===== src/rtl/y_fetch_ctrl_pkg.sv =====
// Shared CPU package: fetch FSM encoding, default boot/handler addresses
// and the word-alignment helper applied to every loaded PC.
package y_fetch_ctrl_pkg;

  typedef enum logic {
    ST_BOOT = 1'b0,
    ST_RUN  = 1'b1
  } fetchState_t;

  localparam logic [31:0] DEFAULT_RESET_PC    = 32'h0000_0000;
  localparam logic [31:0] DEFAULT_ENTRY_POINT = 32'h0000_0080;

  // Instruction fetches are word aligned; low two address bits are dropped.
  function automatic logic [31:0] alignPc(input logic [31:0] addr);
    return addr & ~32'h0000_0003;
  endfunction

endpackage


===== src/rtl/y_fetch_ctrl_pc_next.sv =====
// Next-PC priority selector: interrupt > eret > redirect > stall > sequential.
// Purely combinational; also produces the flush/int_ack strobes and ISR bookkeeping.
module y_pc_next
  import y_fetch_ctrl_pkg::*;
#(
  parameter logic [31:0] ENTRY_POINT = DEFAULT_ENTRY_POINT
) (
  input  logic        run,
  input  logic        inIsr,
  input  logic        stall,
  input  logic        redirValid,
  input  logic        intReq,
  input  logic        eret,
  input  logic [31:0] pc,
  input  logic [31:0] pcP4,
  input  logic [31:0] epc,
  input  logic [31:0] redirTarget,
  output logic [31:0] nextPc,
  output logic [31:0] nextEpc,
  output logic        nextInIsr,
  output logic        flush,
  output logic        intAck
);

  logic takeInt;
  logic takeEret;

  // A stalled pipeline defers the interrupt; an open handler masks it.
  assign takeInt  = run & intReq & ~inIsr & ~stall;
  assign takeEret = run & eret & inIsr;

  always_comb begin
    nextPc    = pc;
    nextEpc   = epc;
    nextInIsr = inIsr;
    flush     = 1'b0;
    intAck    = 1'b0;
    if (takeInt) begin
      nextPc    = alignPc(ENTRY_POINT);
      nextEpc   = redirValid ? alignPc(redirTarget) : pcP4;
      nextInIsr = 1'b1;
      flush     = 1'b1;
      intAck    = 1'b1;
    end else if (takeEret) begin
      nextPc    = epc;
      nextInIsr = 1'b0;
      flush     = 1'b1;
    end else if (run && redirValid) begin
      nextPc = alignPc(redirTarget);
      flush  = 1'b1;
    end else if (run && !stall) begin
      nextPc = pcP4;
    end
  end

endmodule


===== src/rtl/y_fetch_ctrl.sv =====
// Fetch controller: BOOT/RUN FSM plus PC, EPC and in-ISR registers.
// Next-PC selection lives in y_pc_next.
module y_fetch_ctrl
  import y_fetch_ctrl_pkg::*;
#(
  parameter logic [31:0] RESET_PC    = DEFAULT_RESET_PC,
  parameter logic [31:0] ENTRY_POINT = DEFAULT_ENTRY_POINT
) (
  input  logic        clk,
  input  logic        rst,
  input  logic        stall,
  input  logic        redir_valid,
  input  logic [31:0] redir_target,
  input  logic        int_req,
  input  logic        eret,
  output logic [31:0] pc,
  output logic [31:0] pc_p4,
  output logic        fetch_valid,
  output logic        flush,
  output logic        int_ack,
  output logic [31:0] epc,
  output logic        in_isr,
  output fetchState_t dbgState
);

  // Handshake: redir_valid, int_req and eret have no ready; the controller
  // acts on them in the cycle they are presented (int_req is held by the
  // source until int_ack and is ignored while stalled or in_isr is high).

  fetchState_t state;
  logic [31:0] pcReg;
  logic [31:0] epcReg;
  logic        inIsrReg;
  logic [31:0] pcP4;
  logic [31:0] nextPc;
  logic [31:0] nextEpc;
  logic        nextInIsr;
  logic        run;

  assign pcP4 = pcReg + 32'd4;
  // Reset is synchronous, but outputs must already be quiet while it is held.
  assign run  = (state == ST_RUN) & ~rst;

  y_pc_next #(
    .ENTRY_POINT (ENTRY_POINT)
  ) u_pc_next (
    .run         (run),
    .inIsr       (inIsrReg),
    .stall       (stall),
    .redirValid  (redir_valid),
    .intReq      (int_req),
    .eret        (eret),
    .pc          (pcReg),
    .pcP4        (pcP4),
    .epc         (epcReg),
    .redirTarget (redir_target),
    .nextPc      (nextPc),
    .nextEpc     (nextEpc),
    .nextInIsr   (nextInIsr),
    .flush       (flush),
    .intAck      (int_ack)
  );

  always_ff @(posedge clk) begin
    if (rst) begin
      state    <= ST_BOOT;
      pcReg    <= alignPc(RESET_PC);
      epcReg   <= 32'h0;
      inIsrReg <= 1'b0;
    end else begin
      case (state)
        ST_BOOT: state <= ST_RUN;
        ST_RUN:  state <= ST_RUN;
        default: state <= ST_BOOT;
      endcase
      pcReg    <= nextPc;
      epcReg   <= nextEpc;
      inIsrReg <= nextInIsr;
    end
  end

  assign pc          = pcReg;
  assign pc_p4       = pcP4;
  assign epc         = epcReg;
  assign in_isr      = inIsrReg;
  assign fetch_valid = run;
  assign dbgState    = state;

endmodule


===== config.mk =====
export PLATFORM = sky130hd
export DESIGN_NAME = y_fetch_ctrl
export DESIGN_NICKNAME = d
export VERILOG_FILES = /design/src/rtl/y_fetch_ctrl_pkg.sv /design/src/rtl/y_fetch_ctrl_pc_next.sv /design/src/rtl/y_fetch_ctrl.sv
export SDC_FILE = /design/constraint.sdc
export NUM_CORES = 1
export LEC_CHECK = 0
export CAP_MARGIN = 20
export CORE_AREA = 8 8 100 125
export CTS_CLUSTER_SIZE = 14
export DETAILED_ROUTE_END_ITERATION = 16
export DIE_AREA = 0 0 108 133
export HOLD_SLACK_MARGIN = 0.05
export PLACE_DENSITY = 0.76
export SYNTH_ARGS = -nofsm -noshare
export SYNTH_HDL_FRONTEND = slang
export SYNTH_HIERARCHICAL = 1
export SYNTH_SLANG_ARGS = --single-unit

===== constraint.sdc =====
create_clock -name clk -period 1.94 [get_ports clk]
set_input_delay 0.291 -clock clk [delete_from_list [all_inputs] [get_ports clk]]
set_output_delay 0.291 -clock clk [all_outputs]
set_load 0.005 [all_outputs]

# == After elaboration in Yosys (flattened, before gate mapping) ==
# Cells that the tools add are included.
# word_totals
register_bits,66
output_inout_bits,101
elab_cells,34
# op_classes
addsub,1
mux,12
bitwise,9
n_reduce_logical,7
# ops
operator,n
$mux W32,4
$add A32 B3 Y32 const B,1
$mux W8,1
$mux W1,7
$and A1 B1 Y1,6
$reduce_bool A4 Y1,1
$not A1 Y1,3
$reduce_bool A3 Y1,1
$logic_and A1 B1 Y1,2
$reduce_bool A2 Y1,1
$reduce_or A2 Y1,1
$logic_not A1 Y1,1

# == Longest topological paths before layout ==
# logic_depth
depth_word,7
mapped_depth,9
ltp_nobuf,9

# == Hierarchy ==
# Netlist, hierarchy kept.
# modules_own_cells
module,instances,cells_each,area_each_um2,seq_area_each_um2
y_fetch_ctrl,1,223,2344.7,1321.3
y_pc_next,1,304,2062.0,0.0

# == Worst setup path after synthesis ==
# No wires, ideal clock.
# synth_path
path_type,flip-flop to flip-flop
start,register pcReg[9] (netlist: pc[9])
end,register pcReg[29] (netlist: pc[29])
setup_ns,0.128
arrival_ns,1.973
t_required_ns,1.812
path_slack_ns,-0.161
stages_incl_launch_ff,9
synth_period_minus_slack_ns,2.101
cell_sequence,dfxtp_1 -> nand4_2 -> nor4_4 -> nand3_1 -> xnor2_1 -> o32ai_1 -> nor4_1 -> a21o_1 -> nor2b_1
# synth_between
elab_chain_len,4
# synth_lines
item,line,rtl
start: declaration,y_fetch_ctrl.sv:31,logic [31:0] pcReg;
start signal: assignment,y_fetch_ctrl.sv:67,pcReg <= alignPc(RESET_PC);
start signal: assignment,y_fetch_ctrl.sv:76,pcReg <= nextPc;
$add A32 B3 Y32,y_fetch_ctrl.sv:40,assign pcP4 = pcReg + 32'd4;
via pc_p4[29],y_fetch_ctrl.sv:17,"output logic [31:0] pc_p4,"
$mux W32,y_fetch_ctrl_pc_next.sv:51,end else if (run && !stall) begin
$mux W32,y_fetch_ctrl_pc_next.sv:48,end else if (run && redirValid) begin
$mux W32,y_fetch_ctrl_pc_next.sv:44,end else if (takeEret) begin
# The timed path passes the listed nets, and every way through them passes these cells. The select of a mux whose other input is x is not followed.
# A chain may end at the register's enable or synchronous reset.

# == Final worst setup path ==
# layout_path
start,register pcReg[11] (netlist: pc[11])
end,output pc_p4[21]
# layout_between
elab_chain_len,1
# layout_lines
item,line
$add A32 B3 Y32,y_fetch_ctrl.sv:40
end: declaration,y_fetch_ctrl.sv:17
# No other way between the ends.

==> impl_metrics.tcl <==
set metrics [dict create \
    run_status "finished with violations" \
    violations "negative setup slack" \
    fin_hold_ws_ps 581 \
    detail-route-antenna-nets 0 \
    dp_hpwl_um 11100 \
    cp_cell_sequence "nand4_4 -> nor4_4 -> buf_6 -> buf_12 -> buf_8 -> nand4_1 -> xnor2_2 -> buf_2" \
    layout_setup_ws_ps -383 \
    cts-root-buf "sky130_fd_sc_hd__clkbuf_16" \
    post_synth_main_area_contributors "sky130_fd_sc_hd__dfxtp_1 (30%), sky130_fd_sc_hd__nor2b_1 (12%), sky130_fd_sc_hd__mux2i_1 (7.3%), sky130_fd_sc_hd__o211a_1 (6.4%), sky130_fd_sc_hd__a311oi_1 (5.6%)" \
    core_mm2 0.0105 \
    holdCritStartpoint "epc[1]" \
    cts.htree.levels 3 \
    std_cell_rows 42 \
    ys_seq_elements 66 \
    ant_cells 0 \
    global_route.usage.total 0.237 \
    max_fclk_mhz 431 \
    final_min_period_over_clock_period 1.20 \
    synth.top_cell.area_share 0.300 \
    dominantRegCellSynth "sky130_fd_sc_hd__dfxtp_1" \
    rsz_0062_raised_after_global_routing "yes" \
    cts_num_sinks 66 \
    area.sequential_mm2 0.00135 \
    antenna_found_initial 0 \
    detailroute.via_count 5241 \
    layout_common_cells "sky130_fd_sc_hd__clkdlybuf4s50_1 (102), sky130_fd_sc_hd__buf_4 (79), sky130_fd_sc_hd__nor2b_1 (77)" \
    route.detailed.drc 0 \
    multi_input_comb_area_mm2 0.00350 \
    final.min_clock_period_ps 2320 \
    fp.dieW_um 108 \
    final_util 0.742 \
    fill_cells 689 \
    layout-area-overhead-vs-synth_pct 76.0 \
    setup.reg_to_reg.worst_slack_ps -350 \
    mapped_area_mm2 0.00441 \
    hold_path_end "epc[1]" \
    wire_length_of_the_first_global_routing_pass_um 27600 \
    grt_remaining_overflow 0 \
    rr_startpoint "pc[11]" \
    die_height_um 133 \
    maxSlewViolCount 0 \
    setup_violations 65 \
    number_of_enable_type_register_cells_in_the_synthesized_netlist 0 \
    cts_buffers 9 \
    first_pass_iters 5 \
    post_synthesis_area_per_instance_um2 8.36 \
    layout-drive-gt1-share 0.359 \
    postSynthCellCount 527 \
    cpMaxStageDelayCell "sky130_fd_sc_hd__dfxtp_2" \
    grt_max_degree 67 \
    async_reset_ff_frac 0 \
    path_clk_slew_ps 60 \
    netlist-cell-type-count 42 \
    synth_top_area_cell "sky130_fd_sc_hd__dfxtp_1" \
    initialDrtViolationCount 342 \
    crit_type "reg2out" \
    dieArea_mm2 0.0144 \
    holdPathStages 3 \
    critPathMaxFanout 3 \
    initial_core_util 0.421 \
    max_stage_delay_ps 350 \
    skew_ps 6.36 \
    worst_skew_pair.late_latency_ps 340 \
    routedWlPerCell_um 21.2 \
    finalHoldViolations 0 \
    gp_congestion 0.866 \
    slew_headroom 0.472 \
    crit_required_ps 1650 \
    end_kind "primary output" \
    irDropWorstVdd_uv 403 \
    max_cap_viol_count 0 \
    mostFrequentLayoutCell "sky130_fd_sc_hd__clkdlybuf4s50_1" \
    timing.critical_path.from_type "flip-flop" \
    worst_pin_slew_ps 792 \
    first_global_vias 5386 \
    vias_per_cell 5.93 \
    port_buffers 136 \
    crit-reg2reg-capture "pc[21]" \
    p_leak_nw 3.49 \
    cts_tree "yes" \
    postRouteWirelength_um 18800 \
    clock_path_buffers 2 \
    boundaryPins 139 \
    seq_area_frac_synth 0.300 \
    finalNetCount 787 \
    p_per_area_mw_per_mm2 516 \
    crit_arrival_ps 2030 \
    synth-warning-count 6 \
    worst_r2r_path_depth 12 \
    hp-class "reg2reg" \
    synth_fp_nets 566 \
]
state kept, by name, summed over array words and instances, names as in the netlist:
register,flops
in_isr,1
pc,32
dbgState,1
epc,32
worst max-delay path by stage:
stage                start  slack (ps)        end
floorplan            pc[2]         -80     pc[29]
global placement     pc[3]        -280  pc_p4[29]
detailed placement   pc[3]        -350  pc_p4[29]
CTS                  pc[7]        -340  pc_p4[24]
global route        pc[11]        -460  pc_p4[25]
finish              pc[11]        -380  pc_p4[21]
cell usage after synthesis, types with 2 or more instances:
cell type,count
sky130_fd_sc_hd__nand3b_1,3
sky130_fd_sc_hd__o211a_1,28
sky130_fd_sc_hd__o21ai_0,36
sky130_fd_sc_hd__and2b_1,10
sky130_fd_sc_hd__nand2b_1,3
sky130_fd_sc_hd__and3_1,3
sky130_fd_sc_hd__mux2i_1,32
sky130_fd_sc_hd__nand3_1,10
sky130_fd_sc_hd__a21oi_1,2
sky130_fd_sc_hd__nor2_1,8
sky130_fd_sc_hd__clkbuf_1,17
sky130_fd_sc_hd__nand2_1,50
sky130_fd_sc_hd__buf_2,15
sky130_fd_sc_hd__nor3_1,3
sky130_fd_sc_hd__inv_1,3
sky130_fd_sc_hd__buf_1,3
sky130_fd_sc_hd__nor2b_1,86
sky130_fd_sc_hd__nand3_2,2
sky130_fd_sc_hd__buf_6,5
sky130_fd_sc_hd__o21ai_1,24
sky130_fd_sc_hd__xnor2_1,21
sky130_fd_sc_hd__buf_4,8
sky130_fd_sc_hd__nor4_4,2
sky130_fd_sc_hd__nand4_1,9
sky130_fd_sc_hd__a311oi_1,28
sky130_fd_sc_hd__xor2_1,7
sky130_fd_sc_hd__dfxtp_1,66
sky130_fd_sc_hd__or2_2,2
sky130_fd_sc_hd__a22oi_1,28
stage by stage:
step	setup slack (ps)	TNS, ps	area [um^2]	instances	total power, W
6_report	-383	-12000	7760	884	0.00400
5_1_grt	-459	-17730	7760	884	0.00413
4_1_cts	-337	-9560	7360	877	0.00391
3_5_place_dp	-354	-9540	6460	832	0.00225
3_3_place_gp	-283	-7060	6460	832	0.00223
2_1_floorplan	-76.7	-217	4490	527	0.00183
metal layers:
metal,GRT usage,vias to the layer above,routed length [um],share of wire
met5,0,-,0,0
met4,0.145,0,616,0.033
met3,0.0442,55,1350,0.072
met2,0.417,287,9960,0.53
met1,0.252,2554,6840,0.36
li1,-,2345,-,-
area by class of cell:
type,instances,area share
Clock inverter,3,0.00516
Multi-Input combinational cell,409,0.452
Sequential cell,66,0.174
Timing Repair Buffer,258,0.314
Clock buffer,12,0.0318
Inverter,4,0.00194
Tap cell,132,0.0213
critical path: cells and delay by family (launching register included):
| family | cells | cell delay, ps |
|---|---|---|
| xor gates and xnor gates | 1 | 180 |
| buffers and inverters | 4 | 500 |
| DFF | 1 | 350 |
| and+or+nand+nor | 3 | 640 |
where the power goes:
part           internal, W  switching [W]  leakage (nW)
combinational     0.000499       0.000430          2.80
clock              0.00102       0.000617         0.142
sequential         0.00140      0.0000381         0.542
total              0.00292        0.00109          3.49
kinds of logic after synthesis:
kind of cell,share of synthesized area
buffers and inverters,0.0639
XOR/XNOR,0.0557
AO/OA/AOI/OAI,0.248
adder cells (fa/ha/maj),0.00284
flip-flops,0.300
multiplexers,0.0727
AND/OR/NAND/NOR,0.257
repair_timing:
item | 4_1_cts | 5_1_grt
gates resized for setup | 209 | 83
setup endpoints to repair | 64 | 78
gates cloned | 1 | 1
setup buffers | 32 | 11
pin swaps | 65 | 67
hold buffers | 0 | 0
Power figures use the tool's default switching activity.
